===== src/rtl/scan_drv_pkg.sv =====
// rtl/scan_drv_pkg.sv - shared types and constants for the scan chain driver
package scan_drv_pkg;

  typedef enum logic [2:0] {
    IDLE,
    LOAD,
    CAPTURE,
    UNLOAD,
    CMP
  } scan_state_t;

  localparam logic FILL_BIT_DEFAULT = 1'b0;

  // Wide enough to hold a count of 0..chain_len inclusive.
  function automatic int cnt_width(input int chain_len);
    return $clog2(chain_len + 1);
  endfunction

endpackage


===== src/rtl/scan_resp_cmp.sv =====
// rtl/scan_resp_cmp.sv - response vs expected compare and popcount
// Optional SCAN_DRV_XMASK_EN excludes masked bits from the count.
module scan_resp_cmp
  import scan_drv_pkg::*;
#(
  parameter int CHAIN_LEN = 16,
  parameter int CNT_W     = cnt_width(CHAIN_LEN)
) (
  input  logic [CHAIN_LEN-1:0] resp,
  input  logic [CHAIN_LEN-1:0] expected,
`ifdef SCAN_DRV_XMASK_EN
  input  logic [CHAIN_LEN-1:0] mask,
`endif
  output logic [CNT_W-1:0]     fail_count
);

  logic [CHAIN_LEN-1:0] diff;

  always_comb begin
`ifdef SCAN_DRV_XMASK_EN
    diff = (resp ^ expected) & ~mask;
`else
    diff = resp ^ expected;
`endif
    fail_count = '0;
    for (int i = 0; i < CHAIN_LEN; i++) begin
      fail_count = fail_count + CNT_W'(diff[i]);
    end
  end

endmodule


===== src/rtl/scan_chain_driver.sv =====
// rtl/scan_chain_driver.sv - load/capture/unload master for one negedge scan chain
// Optional SCAN_DRV_XMASK_EN adds a per-bit compare mask port.
module scan_chain_driver
  import scan_drv_pkg::*;
#(
  parameter int   CHAIN_LEN = 16,
  parameter logic FILL_BIT  = FILL_BIT_DEFAULT,
  parameter int   CNT_W     = cnt_width(CHAIN_LEN)
) (
  input  logic                 CLK,
  input  logic                 RST,
  input  logic                 start,
  input  logic [CHAIN_LEN-1:0] pattern,
  input  logic [CHAIN_LEN-1:0] expected,
`ifdef SCAN_DRV_XMASK_EN
  input  logic [CHAIN_LEN-1:0] mask,
`endif
  output logic                 busy,
  output logic                 done,
  output logic                 pass,
  output logic [CNT_W-1:0]     fail_count,
  output logic [CHAIN_LEN-1:0] resp,
  output logic                 SE,
  output logic                 SI,
  input  logic                 SO
);

  localparam logic [CNT_W-1:0] LAST = CNT_W'(CHAIN_LEN - 1);

  scan_state_t          state;
  logic [CNT_W-1:0]     cnt;
  logic [CHAIN_LEN-1:0] pattern_q;
  logic [CHAIN_LEN-1:0] expected_q;
  logic [CNT_W-1:0]     cmp_count;
`ifdef SCAN_DRV_XMASK_EN
  logic [CHAIN_LEN-1:0] mask_q;
`endif

  scan_resp_cmp #(
    .CHAIN_LEN (CHAIN_LEN),
    .CNT_W     (CNT_W)
  ) u_cmp (
    .resp       (resp),
    .expected   (expected_q),
`ifdef SCAN_DRV_XMASK_EN
    .mask       (mask_q),
`endif
    .fail_count (cmp_count)
  );

  always_ff @(posedge CLK) begin
    if (RST) begin
      state      <= IDLE;
      cnt        <= '0;
      pattern_q  <= '0;
      expected_q <= '0;
`ifdef SCAN_DRV_XMASK_EN
      mask_q     <= '0;
`endif
      busy       <= 1'b0;
      done       <= 1'b0;
      pass       <= 1'b0;
      fail_count <= '0;
      resp       <= '0;
      SE         <= 1'b0;
      SI         <= 1'b0;
    end else begin
      done <= 1'b0;
      case (state)
        IDLE: begin
          SE <= 1'b0;
          if (start) begin
            pattern_q  <= pattern;
            expected_q <= expected;
`ifdef SCAN_DRV_XMASK_EN
            mask_q     <= mask;
`endif
            cnt        <= '0;
            busy       <= 1'b1;
            SE         <= 1'b1;
            SI         <= pattern[CHAIN_LEN-1];
            state      <= LOAD;
          end
        end
        // Rotating the latched pattern keeps the next MSB-first bit at a fixed index.
        LOAD: begin
          if (cnt == LAST) begin
            SE    <= 1'b0;
            SI    <= FILL_BIT;
            cnt   <= '0;
            state <= CAPTURE;
          end else begin
            pattern_q <= {pattern_q[CHAIN_LEN-2:0], pattern_q[CHAIN_LEN-1]};
            SI        <= pattern_q[CHAIN_LEN-2];
            cnt       <= cnt + 1'b1;
          end
        end
        CAPTURE: begin
          resp  <= {resp[CHAIN_LEN-2:0], SO};
          SE    <= 1'b1;
          SI    <= FILL_BIT;
          cnt   <= '0;
          state <= UNLOAD;
        end
        // First sample already taken leaving CAPTURE; the last UNLOAD edge takes none.
        UNLOAD: begin
          if (cnt != LAST) begin
            resp <= {resp[CHAIN_LEN-2:0], SO};
          end
          if (cnt == LAST) begin
            SE    <= 1'b0;
            cnt   <= '0;
            state <= CMP;
          end else begin
            cnt <= cnt + 1'b1;
          end
        end
        CMP: begin
          fail_count <= cmp_count;
          pass       <= (cmp_count == '0);
          done       <= 1'b1;
          busy       <= 1'b0;
          state      <= IDLE;
        end
        default: begin
          SE    <= 1'b0;
          busy  <= 1'b0;
          state <= IDLE;
        end
      endcase
    end
  end

endmodule


===== config.mk =====
export PLATFORM = sky130hd
export DESIGN_NAME = scan_chain_driver
export DESIGN_NICKNAME = d
export VERILOG_FILES = /design/src/rtl/scan_drv_pkg.sv /design/src/rtl/scan_resp_cmp.sv /design/src/rtl/scan_chain_driver.sv
export SDC_FILE = /design/constraint.sdc
export NUM_CORES = 1
export LEC_CHECK = 0
export ABC_AREA = 1
export BUFFER_PORTS_ARGS = -buffer_cell sky130_fd_sc_hd__buf_2
export CAP_MARGIN = 10
export CORE_ASPECT_RATIO = 2
export CORE_MARGIN = 2
export CORE_UTILIZATION = 31
export CTS_BUF_LIST = sky130_fd_sc_hd__clkbuf_4
export DETAILED_ROUTE_END_ITERATION = 7
export HOLD_SLACK_MARGIN = 0.03
export PLACE_DENSITY_LB_ADDON = 0.05
export SLEW_MARGIN = 10
export SYNTH_ARGS = -nofsm -noshare
export SYNTH_HDL_FRONTEND = slang
export SYNTH_SLANG_ARGS = --single-unit

===== constraint.sdc =====
create_clock -name CLK -period 7.3 [get_ports CLK]
set_input_delay 0.73 -clock CLK [delete_from_list [all_inputs] [get_ports CLK]]
set_output_delay 0.73 -clock CLK [all_outputs]
set_load 0.01 [all_outputs]

==> flow_summary.json, run 1 <==
{
  "status": "finished clean",
  "path_max_fanout": 4,
  "fin_nets": 525,
  "area.growth.synth_to_final_pct": 18.8,
  "yosysWarnings": 0,
  "grt_pass1_wl_mm": 13.9,
  "clk_pin_slew_worst_paths_ns": 0.12,
  "post-cts-setup-buffers": 0,
  "drc": 0,
  "finalWeightedCongestion": 0.799,
  "seq_area_frac_synth": 0.411,
  "endpoint_kind": "register",
  "start_util": 0.319,
  "power_mw": 1.09,
  "crit_type": "register to register",
  "tritoncts": "done",
  "routed_via_density": 4.62,
  "io_pins": 62,
  "clockBufferDepth": 2,
  "num_vias": 2838,
  "fin_skew_ns": 0.0174,
  "setup-tns-final_ns": 0,
  "post_drt_wl_per_cell_um": 14.1,
  "r2r_start": "resp[0]",
  "worst_slew_pin_slew_ns": 0.615,
  "crit_required_ns": 7.66,
  "cellLeakagePower_nw": 1.86,
  "p_comb_frac": 0.306,
  "synth_simple_gate_area_frac": 0.281,
  "first_iter_violations": 121,
  "grt_usage": 0.162,
  "min_from": "SE",
  "cts_sinks": 66,
  "drive_above_1_share": 0.218,
  "fin_crit_sh": 0.633,
  "synth.ff_latch_count": 66,
  "synthesis.area_um2": 3210,
  "die_w_um": 76,
  "synth_area_per_cell_um2": 7.73,
  "hold_viol_final": 0,
  "min_to": "SE",
  "postCtsHoldBufs": 0,
  "power_density_nw_per_um2": 286,
  "htreeDepth": 3,
  "synth_fp_nets": 468,
  "grt_antenna_before_repair": 1,
  "grt_pass1_vias": 2773,
  "numCtsBuffers": 9,
  "synth-compound-area-share": 0.112,
  "wl_mm": 8.68,
  "slew_headroom": 0.589,
  "die_y_um": 148,
  "worstPathArrival_ns": 4.98,
  "muxShareOfSynthArea": 0,
  "rsz0062_at_grt": "false",
  "netSwitchingFraction": 0.341,
  "start_kind": "register",
  "synth_top_family_by_area": "simple AND/OR/NAND/NOR gates",
  "postSynthCellCount": 416,
  "synth-xor-area-share": 0.0463,
  "yosysUniqueCellTypes": 37,
  "whs_path_depth": 2,
  "synthAdderAreaFrac": 0.0856,
  "maxCapViolCount": 0,
  "row_count": 52,
  "die_area_um2": 11200,
  "overflow": 0,
  "placeableCoreArea_um2": 10100,
  "r2r_slack_ns": 2.68,
  "clock_latency_ns": 0.43,
  "nFillCells": 1117,
  "io_buffers": 61,
  "clockPowerShare": 0.318,
  "fmax_ghz": 0.216,
  "drtAntennaViolNets": 0,
  "seqPwrFrac": 0.377,
  "ff2ff_path_depth": 15,
  "firstDrtPassIters": 4,
  "grt_max_degree": 30,
  "r2r_end": "pass",
  "clock-root-buffer": "clkbuf_4",
  "cts-resized-gates": 0,
  "setup_viol": 0,
  "internal_power_mw": 0.720,
  "slew_violations": 0,
  "holdCritPathClass": "register to register",
  "dp_hpwl_mm": 6.41,
  "post-route-min-period_ns": 4.62,
  "peakVddDrop_uv": 126,
  "p_sw_mw": 0.372
}
## Yosys cell counts (all sizes together)
library cell / n / share of area
a211oi: 1 / 0.0023
a21o: 1 / 0.0023
a21oi: 27 / 0.042
a22oi: 1 / 0.0023
a31oi: 2 / 0.0039
buf: 8 / 0.017
clkbuf: 8 / 0.0097
clkinv: 1 / 0.0012
dfxtp: 66 / 0.41
fa: 10 / 0.062
ha: 6 / 0.023
inv: 28 / 0.036
nand2: 95 / 0.12
nand3: 27 / 0.044
nand3b: 2 / 0.0047
nand4: 1 / 0.0019
nor2: 75 / 0.10
nor3: 3 / 0.0047
o211a: 1 / 0.0031
o21ai: 36 / 0.056
xnor2: 3 / 0.0082
xor2: 14 / 0.038
## layout by cell type (no fill, tap or decap), drive strengths merged, types with 14 or more instances in the layout
cell type / Yosys / final
nand3: 27 / 27
inv: 28 / 28
a21oi: 27 / 27
dfxtp: 66 / 66
nor2: 75 / 75
o21ai: 36 / 36
nand2: 95 / 95
xor2: 14 / 14
buf: 8 / 62
## worst max-delay path by stage
stage,startpoint,to,depth (start not counted)
final,resp[0],pass,15
after global routing,resp[0],pass,15
after CTS,resp[0],pass,15
after detailed placement,resp[0],pass,15
after global placement,resp[0],pass,15
after floorplan,resp[0],pass,15
## per-stage QoR
| step | hold WS [ns] | cells | util | instance area, um2 | setup slack, ns |
|---|---|---|---|---|---|
| after floorplan | 0.443 | 416 | - | 3210 | 2.90 |
| after global placement | 0.456 | 597 | 0.358 | 3610 | 2.73 |
| after detailed placement | 0.453 | 597 | 0.358 | 3610 | 2.67 |
| after CTS | 0.471 | 613 | 0.378 | 3810 | 2.63 |
| after global routing | 0.507 | 614 | 0.379 | 3820 | 2.38 |
| final | 0.467 | 614 | 0.379 | 3820 | 2.68 |
## cells by family after synthesis
logic type | count (synthesis)
and+or+nand+nor | 203
AOI/OAI and AO/OA | 69
DFF | 66
buffers and inverters | 45
xor gates and xnor gates | 17
adders and majority gates | 16
## worst max-delay path, stage by stage (launching register included)
cell and delay (ns):
dfxtp_1 0.36, xor2_1 0.17, ha_1 0.32, fa_1 0.51
fa_1 0.55, fa_1 0.55, inv_1 0.06, fa_1 0.53
inv_1 0.06, fa_1 0.46, fa_1 0.45, inv_1 0.10
nand3_1 0.08, nor3_1 0.17, nand2_1 0.07, a21oi_1 0.12
## area by class of cell
cell class,count,area (um2),area share
repair buffers,62,313,0.0819
multi-input cells,305,1690,0.442
clock buffers,10,75.1,0.0197
clock inverters,6,129,0.0338
flip-flops and latches,66,1320,0.346
inverters,29,119,0.0311
well taps,135,169,0.0442
diodes,1,2.50,0.000656
## metal layers
metal,track usage,routed length (um)
met1,0.158,3250
met2,0.321,4950
met3,0.0342,280
met4,0.0709,199
met5,0,0
## sequential cells by signal, summed over array words and instances (netlist names)
signal,cells
busy,1
cnt,5
state,3
expected_q,16
SI,1
pattern_q,16
SE,1
pass,1
done,1
resp,16
fail_count,5
## power by group through the flow
stage | registers, mW | clock network, mW | logic [mW]
after floorplan | 0.416 | 0 | 0.254
after global placement | 0.420 | 0 | 0.336
after detailed placement | 0.420 | 0 | 0.344
after CTS | 0.412 | 0.358 | 0.346
after global routing | 0.416 | 0.371 | 0.391
final | 0.411 | 0.347 | 0.333
(Power assumes the default switching activity.)
==> run 2: changes to the inputs <==
clock period = 4.3 ns   (was 7.3 ns; I/O delays follow)
==> run 2 against run 1 <==
  * Total power is 60% higher
  * Die area stayed put
  * Clock-buffer cell count is 2 higher
  * Combinational power is 90% higher
  * Clock skew is 0.0035 ns lower
  * Largest cell class unchanged
  * Largest power group unchanged
==> flow_summary.json, run 2 (synthesized netlist as in run 1, its figures left out) <==
{
  "status": "finished clean",
  "fin_crit_sh": 0.975,
  "die_y_um": 148,
  "top_usage_layer": "met2",
  "fin_nets": 535,
  "die_w_um": 76,
  "met1_usage": 0.167,
  "grt_pass1_vias": 2925,
  "drc": 0,
  "path_max_fanout": 3,
  "post_drt_wl_per_cell_um": 13.4,
  "dp_hpwl_mm": 6.00,
  "fmax_ghz": 0.239,
  "min_from": "expected[12]",
  "worst_slew_pin_slew_ns": 0.608,
  "clockBufferDepth": 2,
  "p_comb_frac": 0.363,
  "drive_above_1_share": 0.252,
  "placeableCoreArea_um2": 10100,
  "holdCritPathClass": "input pin to register",
  "power_mw": 1.75,
  "cpMostUsedCell": "fa_1",
  "slew_headroom": 0.594,
  "cpPeakStageDelay_ns": 0.51,
  "grt_antenna_before_repair": 1,
  "crit_type": "register to register",
  "fin_area_um2": 3840,
  "whs_path_depth": 3,
  "finalWeightedCongestion": 0.768,
  "fin_skew_ns": 0.0140,
  "holdWs_ns": 0.222,
  "netSwitchingFraction": 0.367,
  "start_util": 0.319,
  "hold_viol_final": 0,
  "crit_chain": "xor2_1, ha_1, fa_1, fa_1, fa_1, inv_2, fa_1, inv_2, fa_2, fa_2, nand3_1, nand2_1, nor3_2, nand2_1, a21oi_1",
  "p_sw_mw": 0.641,
  "peakVddDrop_uv": 142,
  "post-route-util": 0.381,
  "setup_ws_ns": 0.108,
  "wl_mm": 8.35,
  "cp_top_family": "adder cells",
  "area.growth.synth_to_final_pct": 19.5,
  "r2r_slack_ns": 0.11,
  "io_pins": 62,
  "first_iter_violations": 80,
  "r2r_start": "resp[0]",
  "drtAntennaViolNets": 0,
  "clk_pin_slew_worst_paths_ns": 0.12,
  "tritoncts": "done",
  "slew_violations": 0,
  "htreeDepth": 3,
  "row_count": 52,
  "cp_num_buf_inv": 2,
  "r2r_end": "pass",
  "grt_pass1_wl_mm": 14.1,
  "layout_commonest_cell": "nand2_1",
  "placed_cell_area_um2": 3690,
  "setup_viol": 0,
  "firstDrtPassIters": 4,
  "globalRouteMet2Util": 0.308,
  "grt_max_degree": 30,
  "grt_util_met3": 0.0330,
  "grt_usage": 0.160,
  "clock_latency_ns": 0.42,
  "rsz0062_at_grt": "true",
  "post-route-min-period_ns": 4.19,
  "seqPwrFrac": 0.398,
  "numCtsBuffers": 9,
  "slowest_stage": "fa_1",
  "fin_cells": 624,
  "crit_required_ns": 4.65,
  "reg_top3": "expected_q x16, pattern_q x16, resp x16",
  "start_kind": "register",
  "internal_power_mw": 1.11,
  "overflow": 0,
  "clockPowerShare": 0.239,
  "mostFrequentLayoutCells": "nand2_1, dfxtp_1, nor2_1, buf_2, a21oi_1",
  "endpoint_kind": "register",
  "ff2ff_path_depth": 15,
  "die_area_um2": 11200,
  "worstPathArrival_ns": 4.55,
  "cts_sinks": 66,
  "power_density_nw_per_um2": 455,
  "placed_cells": 607,
  "clock-root-buffer": "clkbuf_4",
  "io_buffers": 61,
  "setup-tns-final_ns": 0,
  "maxCapViolCount": 0,
  "min_to": "expected_q[12]",
  "num_vias": 2849,
  "post-place-ws_ns": -0.152,
  "routed_via_density": 4.57,
  "cellLeakagePower_nw": 1.88
}
==> run 2: area by class of cell <==
| class | instances | area [um2] |
|---|---|---|
| Antenna cell | 1 | 2.50 |
| Clock buffer | 12 | 90.1 |
| Clock inverter | 4 | 42.5 |
| Fill cell | 1100 | 6240 |
| Inverter | 29 | 119 |
| Multi-Input combinational cell | 305 | 1710 |
| Sequential cell | 66 | 1320 |
| Tap cell | 135 | 169 |
| Timing Repair Buffer | 72 | 388 |
==> run 2: worst max-delay path by stage <==
stage               slack, ns  depth (start not counted)   end     from
global route            -0.09                         15  pass  resp[0]
finish                   0.11                         15  pass  resp[0]
CTS                      0.04                         15  pass  resp[0]
floorplan               0.004                         15  pass  resp[0]
detailed placement      -0.15                         15  pass  resp[1]
global placement        -0.15                         15  pass  resp[1]
==> run 2: worst register-to-register path, delay by kind of cell (launching register included) <==
family / cells / cell delay [ns]
and+or+nand+nor: 4 / 0.42
buffers and inverters: 2 / 0.08
DFF: 1 / 0.34
adders and majority gates: 7 / 3.04
AOI/OAI and AO/OA: 1 / 0.12
xor gates and xnor gates: 1 / 0.15
==> run 2: per-layer routing <==
| layer | wire, um | vias up |
|---|---|---|
| met4 | 153 | 0 |
| met5 | 0 | - |
| met1 | 3420 | 1326 |
| li1 | - | 1468 |
| met3 | 269 | 10 |
| met2 | 4510 | 45 |
==> run 2: timing repair <==
item | 4_1_cts | 5_1_grt
endpoints found under the setup margin | 1 | 2
hold buffers | 0 | 0
gates resized for setup | 5 | 3
buffers inserted | 1 | 0
pin swaps | 10 | 1
==> run 2: power groups by stage <==
| stage | sequential [mW] | combinational [mW] | clock, mW |
|---|---|---|---|
| 6_report | 0.696 | 0.634 | 0.419 |
| 5_1_grt | 0.703 | 0.752 | 0.461 |
| 4_1_cts | 0.696 | 0.681 | 0.435 |
| 3_5_place_dp | 0.709 | 0.623 | 0 |
| 3_3_place_gp | 0.708 | 0.616 | 0 |
| 2_1_floorplan | 0.705 | 0.433 | 0 |
==> run 3: changes to the inputs <==
ABC_AREA = not set   (was 1)
MAX_ROUTING_LAYER = met4   (was not set)
==> run 3 against run 2 <==
  * Setup slack gained 0.096 ns
  * Critical endpoint unchanged
  * Combinational power shrank 59%
  * Highest routed layer unchanged
  * Synthesized cell count shrank 16%
  * Die area shrank 0.86%
  * Largest power group unchanged
  * Cell count shrank 13%
  * Wire length shrank 7.3%
  * Sequential share of layout area grew 1.2 points
  * Largest cell class unchanged
==> flow_summary.json, run 3 <==
{
  "status": "finished clean",
  "fin_cells": 543,
  "die_w_um": 75.7,
  "setup_ws_ns": 0.204,
  "overflow": 0,
  "row_count": 52,
  "start_util": 0.316,
  "synthesis.area_um2": 3190,
  "cpPeakStageDelay_ns": 0.54,
  "maxCapViolCount": 0,
  "rsz0062_at_grt": "false",
  "dp_hpwl_mm": 5.71,
  "synth_area_per_cell_um2": 9.15,
  "layout_commonest_cell": "nand2_1",
  "slew_headroom": 0.282,
  "grt_usage": 0.155,
  "clk_pin_slew_worst_paths_ns": 0.11,
  "synth_commonest_cells": "nand2_1, dfxtp_1, a21oi_1",
  "worst_slew_pin_slew_ns": 1.08,
  "cpMostUsedCell": "fa_1",
  "area.growth.synth_to_final_pct": 16.5,
  "postSynthCellCount": 348,
  "fin_skew_ns": 0.0123,
  "firstDrtPassIters": 4,
  "wl_mm": 7.74,
  "tritoncts": "done",
  "setup_viol": 0,
  "yosysTopAreaCellShare": 0.415,
  "htreeDepth": 3,
  "clock-root-buffer": "clkbuf_4",
  "numCtsBuffers": 9,
  "seq_area_frac_synth": 0.415,
  "clockBufferDepth": 2,
  "die_area_um2": 11200,
  "holdCritPathClass": "input pin to register",
  "r2r_slack_ns": 0.20,
  "cp_top_family": "adder cells",
  "setup-tns-final_ns": 0,
  "hold_viol_final": 0,
  "reg_top3": "expected_q x16, pattern_q x16, resp x16",
  "cts_sinks": 66,
  "r2r_start": "resp[0]",
  "post_drt_wl_per_cell_um": 14.3,
  "worstPathArrival_ns": 4.46,
  "power_mw": 1.32,
  "ff2ff_path_depth": 13,
  "min_to": "expected_q[6]",
  "yosys.area.top_type": "dfxtp_1",
  "synthTopCellsByArea": "dfxtp_1, nand2_1, a21oi_1, fa_1, a211oi_2",
  "min_from": "expected[6]",
  "io_pins": 62,
  "grt_pass1_vias": 2521,
  "fin_crit_sh": 0.952,
  "placed_cell_area_um2": 3580,
  "yosysWarnings": 0,
  "drtAntennaViolNets": 0,
  "r2r_end": "pass",
  "post-place-ws_ns": -0.00806,
  "start_kind": "register",
  "yosysUniqueCellTypes": 42,
  "power_density_nw_per_um2": 355,
  "synth-async-reset-ratio": 0,
  "io_buffers": 61,
  "drive_above_1_share": 0.265,
  "slowest_stage": "fa_1",
  "cellLeakagePower_nw": 1.62,
  "die_y_um": 147,
  "post-route-min-period_ns": 4.10,
  "routed_via_density": 4.68,
  "fin_nets": 456,
  "grt_antenna_before_repair": 1,
  "cp_num_buf_inv": 2,
  "drc": 0,
  "synth.ff_latch_count": 66,
  "mostFrequentLayoutCells": "nand2_1, dfxtp_1, buf_2, a21oi_1, nor2_1",
  "crit_required_ns": 4.66,
  "peakVddDrop_uv": 232,
  "num_vias": 2543,
  "synth_edf_count": 0,
  "synth_most_common_cell": "nand2_1",
  "grt_pass1_wl_mm": 12.4,
  "first_iter_violations": 88,
  "whs_path_depth": 3,
  "fmax_ghz": 0.244,
  "placeableCoreArea_um2": 10100,
  "crit_type": "register to register",
  "placed_cells": 528,
  "finalWeightedCongestion": 0.742,
  "clock_latency_ns": 0.41,
  "slew_violations": 0,
  "crit_chain": "xor2_1, ha_1, fa_1, fa_1, fa_1, inv_1, fa_1, inv_1, fa_2, fa_2, a211o_1, o21ai_0, a41o_1",
  "grt_max_degree": 37,
  "path_max_fanout": 3,
  "postCtsHoldBufs": 0,
  "synth_ff_type": "dfxtp_1",
  "endpoint_kind": "register",
  "synth_fp_nets": 400,
  "holdWs_ns": 0.241,
  "post-route-util": 0.368,
  "fin_area_um2": 3710
}
run 3: layout make-up:
class | instances | area [um2]
Antenna cell | 1 | 2.50
Clock buffer | 10 | 75.1
Clock inverter | 4 | 45.0
Fill cell | 1085 | 6370
Inverter | 12 | 45.0
Multi-Input combinational cell | 249 | 1710
Sequential cell | 66 | 1320
Tap cell | 135 | 169
Timing Repair Buffer | 66 | 343
run 3: routing by layer:
metal	global-route usage	routed length [um]	vias up
met5	-	0	-
met4	0.0667	128	0
met3	0.0288	239	9
met2	0.278	4470	52
met1	0.156	2910	1190
li1	-	-	1292
run 3: worst max path at each step:
stage | startpoint | to | cells after the start
CTS | resp[1] | pass | 13
detailed placement | resp[0] | pass | 13
finish | resp[0] | pass | 13
global route | resp[0] | pass | 13
global placement | resp[0] | pass | 13
floorplan | resp[0] | pass | 12
run 3: tightest hold or removal path, delay by kind of cell:
kind | cells | cell delay, ns
buf+inv | 1 | 0.09
simple gates | 1 | 0.05
compound gates | 1 | 0.05
run 3: cell families after synthesis:
family	after synthesis	synth area share
flops	66	0.415
buf+inv	33	0.0538
simple gates	123	0.171
fa+ha+maj	16	0.0864
xor+xnor	19	0.0522
compound gates	75	0.171
mux	16	0.0503
run 3: what timing repair did:
action | 4_1_cts | 5_1_grt
pin swaps | 6 | 7
gates resized for setup | 2 | 0
setup buffers | 0 | 0
setup endpoints to repair | 1 | 2
run 3: where the power goes:
group / total [mW] / switching (mW) / leakage (nW) / internal [mW]
registers: 0.664 / 0.0213 / 0.540 / 0.642
logic: 0.260 / 0.146 / 1.01 / 0.114
clock network: 0.395 / 0.220 / 0.0719 / 0.175
